### config.mk
export PLATFORM = sky130hd
export DESIGN_NAME = ifid_queue
export DESIGN_NICKNAME = d
export VERILOG_FILES = /design/src/rtl/ifid_queue_pkg.sv /design/src/rtl/ifid_fifo_mem.sv /design/src/rtl/ifid_queue.sv
export SDC_FILE = /design/constraint.sdc
export NUM_CORES = 1
export LEC_CHECK = 0
export ABC_AREA = 1
export BUFFER_PORTS_ARGS = -buffer_cell sky130_fd_sc_hd__buf_4
export CORE_UTILIZATION = 55
export CTS_BUF_LIST = sky130_fd_sc_hd__clkbuf_8
export CTS_CLUSTER_SIZE = 20
export DETAILED_ROUTE_END_ITERATION = 6
export PLACE_DENSITY = 0.78
export SETUP_SLACK_MARGIN = 0.5
export SLEW_MARGIN = 40
export SYNTH_ARGS = -nofsm -noshare
export SYNTH_HDL_FRONTEND = slang
export SYNTH_HIERARCHICAL = 1
export SYNTH_SLANG_ARGS = --single-unit
### constraint.sdc
create_clock -name clk -period 4.8 [get_ports clk]
set_input_delay 0.72 -clock clk [delete_from_list [all_inputs] [get_ports clk]]
set_output_delay 0.72 -clock clk [all_outputs]
set_load 0.1 [all_outputs]
### src/rtl/ifid_queue_pkg.sv
// ============================================================================
// ifid_queue_pkg : shared widths and the bubble instruction for the IF/ID queue
// Revision 1.0
// ============================================================================
`default_nettype none

package ifid_queue_pkg;
  localparam int          REG_W    = 32;
  localparam logic [31:0] NOP_INST = 32'h0000_0013;  // addi x0,x0,0
  localparam logic [31:0] ZERO32   = 32'h0000_0000;
endpackage

`default_nettype wire

### src/rtl/ifid_fifo_mem.sv
// ============================================================================
// ifid_fifo_mem : circular storage with pointers and occupancy count
// Revision 1.0
// ============================================================================
`default_nettype none

module ifid_fifo_mem #(
  parameter int DEPTH  = 4,
  parameter int DATA_W = 64,
  parameter int CNT_W  = $clog2(DEPTH + 1)
) (
  input  logic              clk,
  input  logic              rst,
  input  logic              clear,
  input  logic              push,
  input  logic              pop,
  input  logic [DATA_W-1:0] wr_data,
  output logic [DATA_W-1:0] rd_data,
  output logic [CNT_W-1:0]  count
);
  localparam int PTR_W = $clog2(DEPTH);

  logic [DATA_W-1:0] mem_q [DEPTH];
  logic [PTR_W-1:0]  wr_ptr_q, wr_ptr_d;
  logic [PTR_W-1:0]  rd_ptr_q, rd_ptr_d;
  logic [CNT_W-1:0]  count_q, count_d;

  // Pointers wrap by overflow; occupancy alone decides full/empty.
  always_comb begin
    wr_ptr_d = wr_ptr_q;
    rd_ptr_d = rd_ptr_q;
    count_d  = count_q;
    if (clear) begin
      wr_ptr_d = '0;
      rd_ptr_d = '0;
      count_d  = '0;
    end else begin
      if (push) wr_ptr_d = wr_ptr_q + PTR_W'(1);
      if (pop)  rd_ptr_d = rd_ptr_q + PTR_W'(1);
      count_d = count_q + CNT_W'(push) - CNT_W'(pop);
    end
  end

  always_ff @(posedge clk) begin
    if (rst) begin
      wr_ptr_q <= '0;
      rd_ptr_q <= '0;
      count_q  <= '0;
    end else begin
      wr_ptr_q <= wr_ptr_d;
      rd_ptr_q <= rd_ptr_d;
      count_q  <= count_d;
    end
  end

  always_ff @(posedge clk) begin
    if (push && !clear) mem_q[wr_ptr_q] <= wr_data;
  end

  assign rd_data = mem_q[rd_ptr_q];
  assign count   = count_q;

endmodule

`default_nettype wire

### src/rtl/ifid_queue.sv
// ============================================================================
// ifid_queue : DEPTH-entry IF/ID instruction queue with registered ID output
// Revision 1.0
// ============================================================================
`default_nettype none

module ifid_queue
  import ifid_queue_pkg::*;
#(
  parameter int                INST_W      = REG_W,
  parameter int                ADDR_W      = REG_W,
  parameter int                DEPTH       = 4,
  parameter logic [INST_W-1:0] BUBBLE_INST = INST_W'(NOP_INST)
) (
  input  logic                       clk,
  input  logic                       rst,
  input  logic                       flush,
  input  logic                       id_stall,
  input  logic                       if_valid_in,
  input  logic [INST_W-1:0]          if_inst_in,
  input  logic [ADDR_W-1:0]          if_addr_in,
  output logic                       if_ready_out,
  output logic                       ifid_valid_out,
  output logic [INST_W-1:0]          ifid_inst_out,
  output logic [ADDR_W-1:0]          ifid_addr_out,
  output logic [$clog2(DEPTH+1)-1:0] count_out
);
  localparam int CNT_W  = $clog2(DEPTH + 1);
  localparam int DATA_W = INST_W + ADDR_W;

  logic [CNT_W-1:0]  count;
  logic [DATA_W-1:0] head;
  logic              have_head, ready, push, pop, fifo_push, fifo_pop;

  logic              valid_q, valid_d;
  logic [INST_W-1:0] inst_q, inst_d;
  logic [ADDR_W-1:0] addr_q, addr_d;

  ifid_fifo_mem #(
    .DEPTH  (DEPTH),
    .DATA_W (DATA_W),
    .CNT_W  (CNT_W)
  ) u_fifo (
    .clk     (clk),
    .rst     (rst),
    .clear   (flush),
    .push    (fifo_push),
    .pop     (fifo_pop),
    .wr_data ({if_inst_in, if_addr_in}),
    .rd_data (head),
    .count   (count)
  );

  always_comb begin
    have_head = (count != '0);
    ready     = (count < CNT_W'(DEPTH));
    push      = if_valid_in & ready;
    pop       = !id_stall;
    // An empty queue hands the push straight to the output register.
    fifo_push = push & !(pop & !have_head) & !flush;
    fifo_pop  = pop & have_head & !flush;

    valid_d = valid_q;
    inst_d  = inst_q;
    addr_d  = addr_q;
    if (flush) begin
      valid_d = 1'b0;
      inst_d  = BUBBLE_INST;
      addr_d  = ADDR_W'(ZERO32);
    end else if (pop) begin
      if (have_head) begin
        valid_d = 1'b1;
        inst_d  = head[DATA_W-1:ADDR_W];
        addr_d  = head[ADDR_W-1:0];
      end else if (push) begin
        valid_d = 1'b1;
        inst_d  = if_inst_in;
        addr_d  = if_addr_in;
      end else begin
        valid_d = 1'b0;
        inst_d  = BUBBLE_INST;
        addr_d  = ADDR_W'(ZERO32);
      end
    end
  end

  always_ff @(posedge clk) begin
    if (rst) begin
      valid_q <= 1'b0;
      inst_q  <= BUBBLE_INST;
      addr_q  <= '0;
    end else begin
      valid_q <= valid_d;
      inst_q  <= inst_d;
      addr_q  <= addr_d;
    end
  end

  assign if_ready_out   = ready;
  assign ifid_valid_out = valid_q;
  assign ifid_inst_out  = inst_q;
  assign ifid_addr_out  = addr_q;
  assign count_out      = count;

endmodule

`default_nettype wire

==> impl_metrics.xml <==
<?xml version="1.0" encoding="UTF-8"?>
<metrics>
  <group name="place">
    <metric name="gpl.final_weighted_congestion" unit="">0.753</metric>
    <metric name="place.detailed.hpwl" unit="um">16000</metric>
    <metric name="port_buffers" unit="">137</metric>
    <metric name="standard_cell_area_after_detailed_placement" unit="um2">14600</metric>
  </group>
  <group name="timing">
    <metric name="fin_crit_sh" unit="%">57.6</metric>
    <metric name="finalWorstPathRequiredPeriod" unit="ps">2770</metric>
    <metric name="clock.fmax" unit="MHz">361</metric>
    <metric name="report.final.setup_viol" unit="">0</metric>
    <metric name="maxSlewViolCount" unit="">0</metric>
    <metric name="worst_slew_margin_rel" unit="%">43.8</metric>
    <metric name="setup_total_negative_slack" unit="ps">0</metric>
    <metric name="finalHoldViolCount" unit="">0</metric>
    <metric name="clock_skew" unit="ps">27.7</metric>
    <metric name="grt_setup_unrepaired" unit="">no</metric>
    <metric name="worst-slew-pin-transition" unit="ps">843</metric>
  </group>
  <group name="drt">
    <metric name="viasPerCell" unit="">5.30</metric>
    <metric name="route.detailed.drc" unit="">0</metric>
    <metric name="routed-via-count" unit="">9474</metric>
    <metric name="drtAntennaViolNets" unit="">0</metric>
    <metric name="drt-initial-drc-count" unit="">854</metric>
    <metric name="wire_per_inst" unit="um">15.8</metric>
    <metric name="wl" unit="um">28200</metric>
    <metric name="drt-pass1-iter-count" unit="">5</metric>
  </group>
  <group name="synthesis">
    <metric name="synth_largest_type_area_fraction" unit="%">57.7</metric>
    <metric name="syn_avg_cell_area" unit="um2">10.3</metric>
    <metric name="synth_area_leader_cell" unit="">sky130_fd_sc_hd__edfxtp_1</metric>
    <metric name="yosys_register_bits" unit="">330</metric>
    <metric name="post_synth_instance_area" unit="um2">13300</metric>
    <metric name="seq_total_area_yosys" unit="%">68.8</metric>
    <metric name="synthesis.nets" unit="">1373</metric>
    <metric name="syn-instance-count" unit="">1297</metric>
    <metric name="ranking_of_synthesized_cells_by_area" unit="">sky130_fd_sc_hd__edfxtp_1 58%, sky130_fd_sc_hd__dfxtp_1 11%, sky130_fd_sc_hd__nor2_1 11%, sky130_fd_sc_hd__o21ai_1 5.0%, sky130_fd_sc_hd__nand2_1 3.9%</metric>
    <metric name="synth.lib_cells_used.distinct" unit="">25</metric>
    <metric name="synth-warning-count" unit="">6</metric>
  </group>
  <group name="critical_path">
    <metric name="crit_path_max_incr_delay" unit="ps">580</metric>
    <metric name="crit_path_top_delay_cell" unit="">sky130_fd_sc_hd__buf_4</metric>
    <metric name="critical-path-top-delay-family" unit="">buffers and inverters</metric>
    <metric name="worst_setup_path_end_kind" unit="">flop</metric>
    <metric name="worstPathCellList" unit="">buf_4, buf_4, inv_2, nand2_1, nor2_1, ha_1, inv_1, ha_1, fa_1, inv_1, nand3_1, a21oi_1</metric>
    <metric name="setup.worst_path.class" unit="">in -&gt; reg</metric>
    <metric name="wp_data_arrival" unit="ps">3280</metric>
    <metric name="critPathBufInv" unit="">5</metric>
    <metric name="crit_path_max_fanout" unit="">66</metric>
    <metric name="cp.required" unit="ps">5310</metric>
    <metric name="startpoint_type" unit="">primary input</metric>
  </group>
  <group name="clock_tree">
    <metric name="tritoncts" unit="">built</metric>
    <metric name="cell_at_the_root_of_the_clock_tree" unit="">sky130_fd_sc_hd__clkbuf_8</metric>
    <metric name="numCtsBuffers" unit="">51</metric>
    <metric name="post_cts_hold_buffer_count" unit="">0</metric>
    <metric name="cts.sinks" unit="">330</metric>
    <metric name="cts.reportedPaths.clkPinSlew" unit="ps">70</metric>
    <metric name="cts_buffer_depth" unit="">3</metric>
    <metric name="postCtsSetupRepairBufs" unit="">0</metric>
    <metric name="clk_latency" unit="ps">570</metric>
    <metric name="ctsResizeCount" unit="">0</metric>
    <metric name="htreeDepth" unit="">2</metric>
  </group>
  <group name="grt">
    <metric name="grt_pass1_wl" unit="um">44800</metric>
    <metric name="global_route.usage.total" unit="%">23.2</metric>
    <metric name="antenna_violations_before_repair" unit="">0</metric>
    <metric name="globalRoute.totalOverflow" unit="">0</metric>
    <metric name="first_global_vias" unit="">8977</metric>
    <metric name="grt_max_degree" unit="">77</metric>
  </group>
  <group name="flow_run">
    <metric name="maxCapViolations" unit="">0</metric>
  </group>
  <group name="layout">
    <metric name="finalCoreUtilization" unit="%">66.6</metric>
    <metric name="area_growth" unit="%">17.9</metric>
    <metric name="fin_area" unit="um2">15700</metric>
    <metric name="post_route_cells_drive_above_1_share" unit="%">16.3</metric>
    <metric name="design.final.nets" unit="">1503</metric>
  </group>
  <group name="pwr">
    <metric name="worst_vdd_ir" unit="mV">0.229</metric>
    <metric name="p_per_area" unit="nW/um2">379</metric>
    <metric name="power.static_leakage" unit="nW">6.30</metric>
  </group>
  <group name="floorplanning">
    <metric name="die_width" unit="um">158</metric>
    <metric name="placement_rows" unit="">56</metric>
    <metric name="die_height" unit="um">158</metric>
    <metric name="floorplan.io_pins" unit="">138</metric>
    <metric name="floorplan.initialDensity" unit="%">56.5</metric>
    <metric name="core" unit="um2">23600</metric>
    <metric name="dieArea" unit="um2">24900</metric>
  </group>
  <group name="worst_hold_path">
    <metric name="min-delay-path-class" unit="">in -&gt; reg</metric>
  </group>
  <group name="run_status">
    <metric name="outcome" unit="">finished clean</metric>
  </group>
</metrics>
==> area by class of cell <==
type / count / area (um2)
inverters: 84 / 322
multi-input cells: 809 / 3510
repair buffers: 151 / 1200
flip-flops and latches: 330 / 9170
clock buffers: 63 / 867
well taps: 319 / 399
diodes: 1 / 2.50
fillers: 1771 / 7890
clock inverters: 32 / 241
==> sequential cells by signal, summed over array words and instances (netlist names), named ones only <==
register         flops
u_fifo/mem_q       256
ifid_addr_out       32
ifid_inst_out       32
u_fifo/count         3
u_fifo/rd_ptr_q      2
u_fifo/wr_ptr_q      2
ifid_valid_out       1
==> metal layers <==
layer	vias to the layer above	GRT usage [%]	part of all wire, %
li1	4597	-	-
met2	385	38.1	48
met5	-	0	0
met1	4447	31.0	42
met4	0	7.95	1.8
met3	45	4.33	7.7
==> stage by stage <==
step / std cells / worst slack [ps] / hold WS (ps) / total power (W)
CTS: 1788 / 2110 / 322 / 0.00600
floorplan: 1297 / 182 / 472 / 0.00342
global route: 1788 / 1820 / 330 / 0.00617
global placement: 1690 / 1440 / 478 / 0.00355
finish: 1789 / 2030 / 351 / 0.00596
detailed placement: 1693 / 1510 / 480 / 0.00356
==> synthesized netlist by cell type, drive strengths merged <==
cell / count
nor3b: 1
nor3: 2
nand4: 4
dfxtp: 74
a21oi: 4
clkbuf: 26
fa: 1
o21ai: 196
buf: 48
nand2: 140
nor2: 388
or2: 2
ha: 6
clkinv: 1
edfxtp: 256
inv: 83
nand3: 65
==> path summary, 6_finish.rpt <==
kind | from | endpoint | slack (ps) | cells past startpoint
max | id_stall | u_fifo/count[2]$_SDFF_PP0_ | 2030 | 12
min | if_inst_in[16] | u_fifo/mem_q[3][48]$_DFFE_PP_ | 350 | 1
max reg2reg | u_fifo/count[2]$_SDFF_PP0_ | u_fifo/mem_q[0][8]$_DFFE_PP_ | 2140 | 9
min reg2reg | ifid_valid_out$_SDFFE_PP0N_ | ifid_valid_out$_SDFFE_PP0N_ | 490 | 2
==> power breakdown <==
part	internal [W]	switching (W)	total (W)	leakage, nW
sequential	0.00311	0.0000141	0.00312	2.91
clock	0.00140	0.00106	0.00246	0.628
combinational	0.000105	0.000280	0.000385	2.76
==> cells by family (layout without fill, tap and decap cells) <==
kind of cell | count (synthesis) | in the layout | share of synthesized area, %
AO/OA/AOI/OAI | 200 | 200 | 7.51
flip-flops | 330 | 330 | 68.8
adder cells (fa/ha/maj) | 7 | 7 | 0.713
other | 0 | 1 | 0
AND/OR/NAND/NOR | 602 | 602 | 17.8
buffers and inverters | 158 | 330 | 5.19
==> layout by cell type, fill, tap and decap left out <==
cell type	instances
sky130_fd_sc_hd__inv_6	1
sky130_fd_sc_hd__dfxtp_1	73
sky130_fd_sc_hd__clkinv_1	4
sky130_fd_sc_hd__diode_2	1
sky130_fd_sc_hd__bufinv_16	4
sky130_fd_sc_hd__clkbuf_8	63
sky130_fd_sc_hd__nor2_2	2
sky130_fd_sc_hd__edfxtp_1	256
sky130_fd_sc_hd__nand2_2	1
sky130_fd_sc_hd__nor2_4	4
sky130_fd_sc_hd__inv_1	97
sky130_fd_sc_hd__nor3b_1	1
sky130_fd_sc_hd__inv_2	2
sky130_fd_sc_hd__nand4_4	1
sky130_fd_sc_hd__nor3_1	2
sky130_fd_sc_hd__buf_8	1
sky130_fd_sc_hd__clkinvlp_4	2
sky130_fd_sc_hd__buf_6	3
sky130_fd_sc_hd__clkinv_2	4
sky130_fd_sc_hd__inv_4	2
sky130_fd_sc_hd__buf_4	144
sky130_fd_sc_hd__dfxtp_4	1
sky130_fd_sc_hd__buf_12	1
sky130_fd_sc_hd__nor2_1	382
sky130_fd_sc_hd__nand4_1	3
sky130_fd_sc_hd__fa_1	1
sky130_fd_sc_hd__ha_1	6
sky130_fd_sc_hd__buf_16	2
sky130_fd_sc_hd__a21oi_1	4
sky130_fd_sc_hd__o21ai_0	62
sky130_fd_sc_hd__nand2_1	139
sky130_fd_sc_hd__nand3_1	65
sky130_fd_sc_hd__o21ai_1	134
sky130_fd_sc_hd__or2_2	2
Note: power is estimated with default switching activity, not from simulation.
